### config.mk
export PLATFORM = sky130hd
export DESIGN_NAME = xadac_axi_rd_arb
export DESIGN_NICKNAME = d
export VERILOG_FILES = /design/src/rtl/xadac_pkg.sv /design/src/rtl/xadac_rr_arb.sv /design/src/rtl/xadac_axi_rd_arb.sv
export SDC_FILE = /design/constraint.sdc
export NUM_CORES = 1
export LEC_CHECK = 0
export CORE_MARGIN = 5
export CORE_UTILIZATION = 32
export DETAILED_ROUTE_END_ITERATION = 16
export GPL_TIMING_DRIVEN = 1
export PLACE_DENSITY_LB_ADDON = 0.1
export SETUP_SLACK_MARGIN = 0.2
export SYNTH_ARGS = -nofsm -noshare
export SYNTH_HDL_FRONTEND = slang
export SYNTH_HIERARCHICAL = 1
export SYNTH_SLANG_ARGS = --single-unit
### constraint.sdc
create_clock -name clk -period 3.6 [get_ports clk]
set_clock_uncertainty 0.15 [all_clocks]
set_input_delay 1.08 -clock clk [delete_from_list [all_inputs] [get_ports clk]]
set_output_delay 1.08 -clock clk [all_outputs]
set_load 0.03 [all_outputs]
### src/rtl/xadac_pkg.sv
// xadac shared types and helpers.
//   IdT      : scoreboard ID carried by a load unit on AR/R
//   AddrT    : AXI address
//   VecDataT : one R beat of vector data
//   AxiIdT   : memory-side ID {requester index, IdT} for the default port count
package xadac_pkg;

  localparam int IdWidth   = 3;
  localparam int AddrWidth = 32;
  localparam int VecWidth  = 64;

  typedef logic [IdWidth-1:0]   IdT;
  typedef logic [AddrWidth-1:0] AddrT;
  typedef logic [VecWidth-1:0]  VecDataT;

  // Index width for n requesters; a single requester still gets one bit.
  function automatic int req_idx_width(input int n);
    return (n < 2) ? 1 : $clog2(n);
  endfunction

  localparam int NumReqDflt      = 2;
  localparam int ReqIdxWidthDflt = req_idx_width(NumReqDflt);

  typedef logic [ReqIdxWidthDflt+IdWidth-1:0] AxiIdT;

endpackage

### src/rtl/xadac_rr_arb.sv
// Combinational round-robin picker.
//   elig    : eligible requester mask
//   rr_ptr  : highest-priority index this cycle (owned by the parent)
//   gnt_idx : first eligible index at or after rr_ptr, with wrap-around
//   gnt_vld : at least one requester is eligible
module xadac_rr_arb
  import xadac_pkg::*;
#(
  parameter  int NumReq = 2,
  localparam int IdxW   = req_idx_width(NumReq)
) (
  input  logic [NumReq-1:0] elig,
  input  logic [IdxW-1:0]   rr_ptr,
  output logic [IdxW-1:0]   gnt_idx,
  output logic              gnt_vld
);

  logic [2*NumReq-1:0] rot;
  int                  pos;

  // Rotating a doubled mask puts rr_ptr at bit 0, so the lowest set bit of
  // the low half is the winner's distance from rr_ptr.
  always_comb begin
    rot     = {elig, elig} >> rr_ptr;
    gnt_vld = 1'b0;
    gnt_idx = '0;
    pos     = 0;
    for (int k = NumReq - 1; k >= 0; k--) begin
      if (rot[k]) begin
        pos = int'(rr_ptr) + k;
        if (pos >= NumReq) pos = pos - NumReq;
        gnt_vld = 1'b1;
        gnt_idx = IdxW'(pos);
      end
    end
  end

endmodule

### src/rtl/xadac_axi_rd_arb.sv
// Shares one AXI read port (AR + single-beat R) between NumReq load units.
//   s_ar_*  : per-requester AR channels; s_ar_ready is one-hot or zero
//   s_r_*   : R beat broadcast (id/data), s_r_valid one-hot to the owner
//   m_ar_*  : registered memory-side AR, ID = {requester index, requester ID}
//   m_r_*   : memory-side R, routed back by the upper ID bits
//   idle    : nothing outstanding and no AR pending
//   err     : sticky; set by an R beat to a bad index or an idle requester
module xadac_axi_rd_arb
  import xadac_pkg::*;
#(
  parameter  int NumReq      = 2,
  parameter  int MaxOut      = 4,
  localparam int ReqIdxWidth = req_idx_width(NumReq)
) (
  input  logic                              clk,
  input  logic                              rst,
  input  logic [NumReq-1:0][IdWidth-1:0]    s_ar_id,
  input  logic [NumReq-1:0][AddrWidth-1:0]  s_ar_addr,
  input  logic [NumReq-1:0]                 s_ar_valid,
  output logic [NumReq-1:0]                 s_ar_ready,
  output logic [IdWidth-1:0]                s_r_id,
  output logic [VecWidth-1:0]               s_r_data,
  output logic [NumReq-1:0]                 s_r_valid,
  input  logic [NumReq-1:0]                 s_r_ready,
  output logic [ReqIdxWidth+IdWidth-1:0]    m_ar_id,
  output logic [AddrWidth-1:0]              m_ar_addr,
  output logic                              m_ar_valid,
  input  logic                              m_ar_ready,
  input  logic [ReqIdxWidth+IdWidth-1:0]    m_r_id,
  input  logic [VecWidth-1:0]               m_r_data,
  input  logic                              m_r_valid,
  output logic                              m_r_ready,
  output logic                              idle,
  output logic                              err
);

  localparam int CntW = $clog2(MaxOut + 1);
  localparam int MIdW = ReqIdxWidth + IdWidth;

  logic                              m_ar_valid_q, m_ar_valid_d;
  logic [MIdW-1:0]                   m_ar_id_q, m_ar_id_d;
  AddrT                              m_ar_addr_q, m_ar_addr_d;
  logic                              err_q, err_d;
  logic [ReqIdxWidth-1:0]            rr_ptr_q, rr_ptr_d;
  logic [NumReq-1:0][CntW-1:0]       cnt_q, cnt_d;

  logic [NumReq-1:0]      elig;
  logic [ReqIdxWidth-1:0] gnt_idx;
  logic                   gnt_vld;
  logic                   slot_free, grant;
  logic [ReqIdxWidth-1:0] r_idx;
  logic                   r_idx_ok, r_bad, r_err, r_hs;
  logic                   all_zero;

  always_comb begin
    for (int i = 0; i < NumReq; i++) begin
      elig[i] = s_ar_valid[i] && (cnt_q[i] < CntW'(MaxOut));
    end
  end

  xadac_rr_arb #(.NumReq(NumReq)) u_rr_arb (
    .elig    (elig),
    .rr_ptr  (rr_ptr_q),
    .gnt_idx (gnt_idx),
    .gnt_vld (gnt_vld)
  );

  assign slot_free = !m_ar_valid_q || m_ar_ready;
  assign grant     = !rst && slot_free && gnt_vld;

  always_comb begin
    s_ar_ready = '0;
    if (grant) s_ar_ready[gnt_idx] = 1'b1;
  end

  // R routing. A beat that cannot be attributed to an outstanding read is
  // swallowed (ready high) so the memory side never stalls on it.
  assign r_idx    = m_r_id[MIdW-1 -: ReqIdxWidth];
  assign r_idx_ok = int'(r_idx) < NumReq;
  assign r_bad    = r_idx_ok ? (cnt_q[r_idx] == '0) : 1'b1;
  assign r_err    = m_r_valid && r_bad;
  assign s_r_id   = m_r_id[IdWidth-1:0];
  assign s_r_data = m_r_data;

  always_comb begin
    s_r_valid = '0;
    m_r_ready = 1'b1;
    if (r_idx_ok && !r_bad) begin
      m_r_ready = s_r_ready[r_idx];
      s_r_valid[r_idx] = m_r_valid;
    end
  end

  assign r_hs = m_r_valid && !r_bad && m_r_ready;

  always_comb begin
    all_zero = 1'b1;
    for (int i = 0; i < NumReq; i++) begin
      if (cnt_q[i] != '0) all_zero = 1'b0;
    end
  end

  assign idle = rst || (all_zero && !m_ar_valid_q);

  always_comb begin
    m_ar_valid_d = m_ar_valid_q;
    m_ar_id_d    = m_ar_id_q;
    m_ar_addr_d  = m_ar_addr_q;
    rr_ptr_d     = rr_ptr_q;
    err_d        = err_q || r_err;
    if (grant) begin
      m_ar_valid_d = 1'b1;
      m_ar_id_d    = {gnt_idx, s_ar_id[gnt_idx]};
      m_ar_addr_d  = s_ar_addr[gnt_idx];
      rr_ptr_d     = (int'(gnt_idx) == NumReq - 1) ? '0 : gnt_idx + 1'b1;
    end else if (m_ar_valid_q && m_ar_ready) begin
      m_ar_valid_d = 1'b0;
    end
    for (int i = 0; i < NumReq; i++) begin
      cnt_d[i] = cnt_q[i];
      if ((grant && gnt_idx == ReqIdxWidth'(i)) && !(r_hs && r_idx == ReqIdxWidth'(i))) begin
        cnt_d[i] = cnt_q[i] + 1'b1;
      end else if (!(grant && gnt_idx == ReqIdxWidth'(i)) && (r_hs && r_idx == ReqIdxWidth'(i))) begin
        cnt_d[i] = cnt_q[i] - 1'b1;
      end
    end
  end

  always_ff @(posedge clk) begin
    if (rst) begin
      m_ar_valid_q <= 1'b0;
      m_ar_id_q    <= '0;
      m_ar_addr_q  <= '0;
      err_q        <= 1'b0;
      rr_ptr_q     <= '0;
      cnt_q        <= '0;
    end else begin
      m_ar_valid_q <= m_ar_valid_d;
      m_ar_id_q    <= m_ar_id_d;
      m_ar_addr_q  <= m_ar_addr_d;
      err_q        <= err_d;
      rr_ptr_q     <= rr_ptr_d;
      cnt_q        <= cnt_d;
    end
  end

  assign m_ar_valid = m_ar_valid_q;
  assign m_ar_id    = m_ar_id_q;
  assign m_ar_addr  = m_ar_addr_q;
  assign err        = err_q;

endmodule

==> run metrics <==
Setup-failing EPs final=0; fin cells=456; fmax=300 MHz; Final Hold Viols=0; Via Count=2239; final wirelength=8120 um; Slew HR=61.3%; ANT cells=0; dpl hpwl=6010 um; Worst-Margin Slew=0.581 ns; Worst Hold Class=flop to flop; vias per inst=4.91; DRC violations left=0; crit-path max FO=2; post-route cell area=3810 um2; Pwr Density=460 nW/um2; Critical Path End Type=output pin; sequential fraction of the synthesis area=31.7%; Die Span Y=104 um; layout cells sized above 1=20.7%; antenna violations before repair=0; CP Launch Type=input pin; CTS Buffer Depth=2; final period utilization=92.6%; initial core utilization=32.7%; Synth Area per Inst=9.63 um2; GPL Wtd Cong=0.709; Worst Hold Slack=0.320 ns; Net Count, Synth=445; largest delay contributor family on the critical path=buffers and inverters; first-pass GRT wire length=12800 um; Lkg Pwr=1.43 nW; Pre-Repair DR Iteration Count=4; Core Util, Final=43.9%; pre-CTS setup slack=-0.0269 ns; post-synthesis register bit count=45; Die Area=10900 um2; CP Buf/Inv Count=2; Clock Latency Late Sink=0.29 ns; largest net degree at the start of global routing=41; # hold bufs at CTS=0; Nets=497; peak supply drop=0.183 mV; 1st-iter DRT viols=35; Placement Cell Area=3670 um2; commonest cells after routing, fill and taps aside=113 x clkdlybuf4s50_1, 45 x dfxtp_1, 41 x a21oi_1; Overflow after GRT=0; crit-path cells=clkdlybuf4s50_1, nand2b_2, nand2_2, nor3b_4, buf_6; IO Port Bufs=122; Final ANT Viol Nets=0; Die X=104 um; CP Data Required Time=2.37 ns; slack of the critical path=0.265 ns; status=complete, no violations; Netlist cell types=29; leading cell type in the layout, fill and taps excluded=clkdlybuf4s50_1; Cells after DPL=445; fin crit period=3.34 ns; num ports=257; Rows=34; number of global-route vias before repair=2357; Yosys warnings=6; slowest CP cell=clkdlybuf4s50_1; Area Overhead vs Synth=34.0%; critical path class=input pin to output pin; CTS tree=done; Post-Synthesis Cells=295; clock tree sinks=45; WP data arrival=2.11 ns; Root Driver=clkbuf_8; synthesized cell area=2840 um2; H-tree depth=2; Core ar.=8680 um2; cts bufs inserted=5; max-cap viol count=0; Reg clk slew, reported paths=0.09 ns; Slew Viols, Final=0; Avg WL per Cell=17.8 um; max incr delay on CP=0.45 ns; GRT Overall Usage=14.3%; RSZ-0062 raised after global routing=no
[report_power, final]
group | internal [mW] | leakage, nW | switching (mW) | total [mW]
combinational | 0.378 | 1.01 | 0.433 | 0.811
clock | 0.134 | 0.0439 | 0.179 | 0.314
sequential | 0.577 | 0.374 | 0.0489 | 0.626
total | 1.09 | 1.43 | 0.661 | 1.75
[synth_stat cells]
cell type / number / area share, %
dfxtp_1: 45 / 32
nor3_1: 4 / 0.70
o21bai_1: 1 / 0.26
a211oi_2: 30 / 13
ha_1: 2 / 0.88
mux2i_1: 38 / 13
nand2b_1: 2 / 0.44
a21bo_2: 1 / 0.35
clkbuf_1: 8 / 1.1
or3_1: 2 / 0.44
buf_1: 1 / 0.13
a21boi_1: 1 / 0.26
nor2b_1: 2 / 0.44
and2_4: 1 / 0.31
buf_2: 8 / 1.4
nor2_1: 6 / 0.79
nor3b_1: 2 / 0.53
buf_4: 68 / 18
nand3_1: 1 / 0.18
a21oi_1: 41 / 7.2
fa_1: 2 / 1.4
a211oi_1: 6 / 1.6
o21ai_0: 2 / 0.35
buf_6: 5 / 2.0
inv_1: 5 / 0.66
xor2_1: 4 / 1.2
or2_1: 1 / 0.22
nand2_1: 5 / 0.66
o22ai_1: 1 / 0.22
[logic make-up after synthesis]
family | share of synthesized area, %
fa+ha+maj | 2.29
flops | 31.7
xor+xnor | 1.23
mux | 13.4
compound gates | 23.5
buf+inv | 23.2
simple gates | 4.71
[metal layers]
| metal | vias to the layer above | track usage, % | share of wire, % |
|---|---|---|---|
| met2 | 135 | 23.2 | 47 |
| met1 | 1011 | 16.0 | 39 |
| li1 | 1074 | - | - |
| met4 | 0 | 4.26 | 1.9 |
| met3 | 19 | 8.07 | 12 |
| met5 | - | 0 | 0 |
[final timing paths]
kind / startpoint / end / slack, ns / cells past startpoint
setup reg to reg: cnt_q[2] / cnt_q[5] / 1.14 / 11
setup / recovery: m_ar_ready / s_ar_ready[1] / 0.26 / 5
hold reg to reg: err / err / 0.32 / 2
hold / removal: err / err / 0.32 / 2
[through the flow]
step | power (mW) | TNS, ns
5_1_grt | 1.86 | 0
3_3_place_gp | 1.44 | -0.0265
4_1_cts | 1.78 | 0
6_report | 1.75 | 0
3_5_place_dp | 1.45 | -0.0442
2_1_floorplan | 1.28 | 0
[layout make-up]
cell class                 count  area [um2]
clock buffer                   5        68.8
clock inverter                 3        17.5
fill                         899        4870
inverter                       5        18.8
multi-input combinational    155        1350
sequential                    45         901
tap                          108         135
timing repair buffer         135        1320
[state kept, by name, summed over array words and instances, names as in the netlist]
name	count
m_ar_addr	32
cnt_q	6
m_ar_id	4
err	1
m_ar_valid	1
rr_ptr_q	1
[worst register-to-register path: stages, from the launching register on]
cell and delay [ns]:
dfxtp_1 0.42, nor2b_4 0.06, buf_4 0.14, a21boi_4 0.13, nor3b_4 0.23, buf_4 0.14
ha_2 0.16, inv_1 0.05, fa_2 0.33, xor2_1 0.15, or3_1 0.31, a21oi_1 0.13
[what timing repair did]
| item | in CTS | in global routing |
|---|---|---|
| setup endpoints to repair | 2 | 1 |
| buffers inserted | 3 | 0 |
| gates resized for setup | 8 | 1 |
| pin swaps | 4 | 0 |
| cloned | 0 | 0 |
Note: power is estimated with default switching activity, not from simulation.
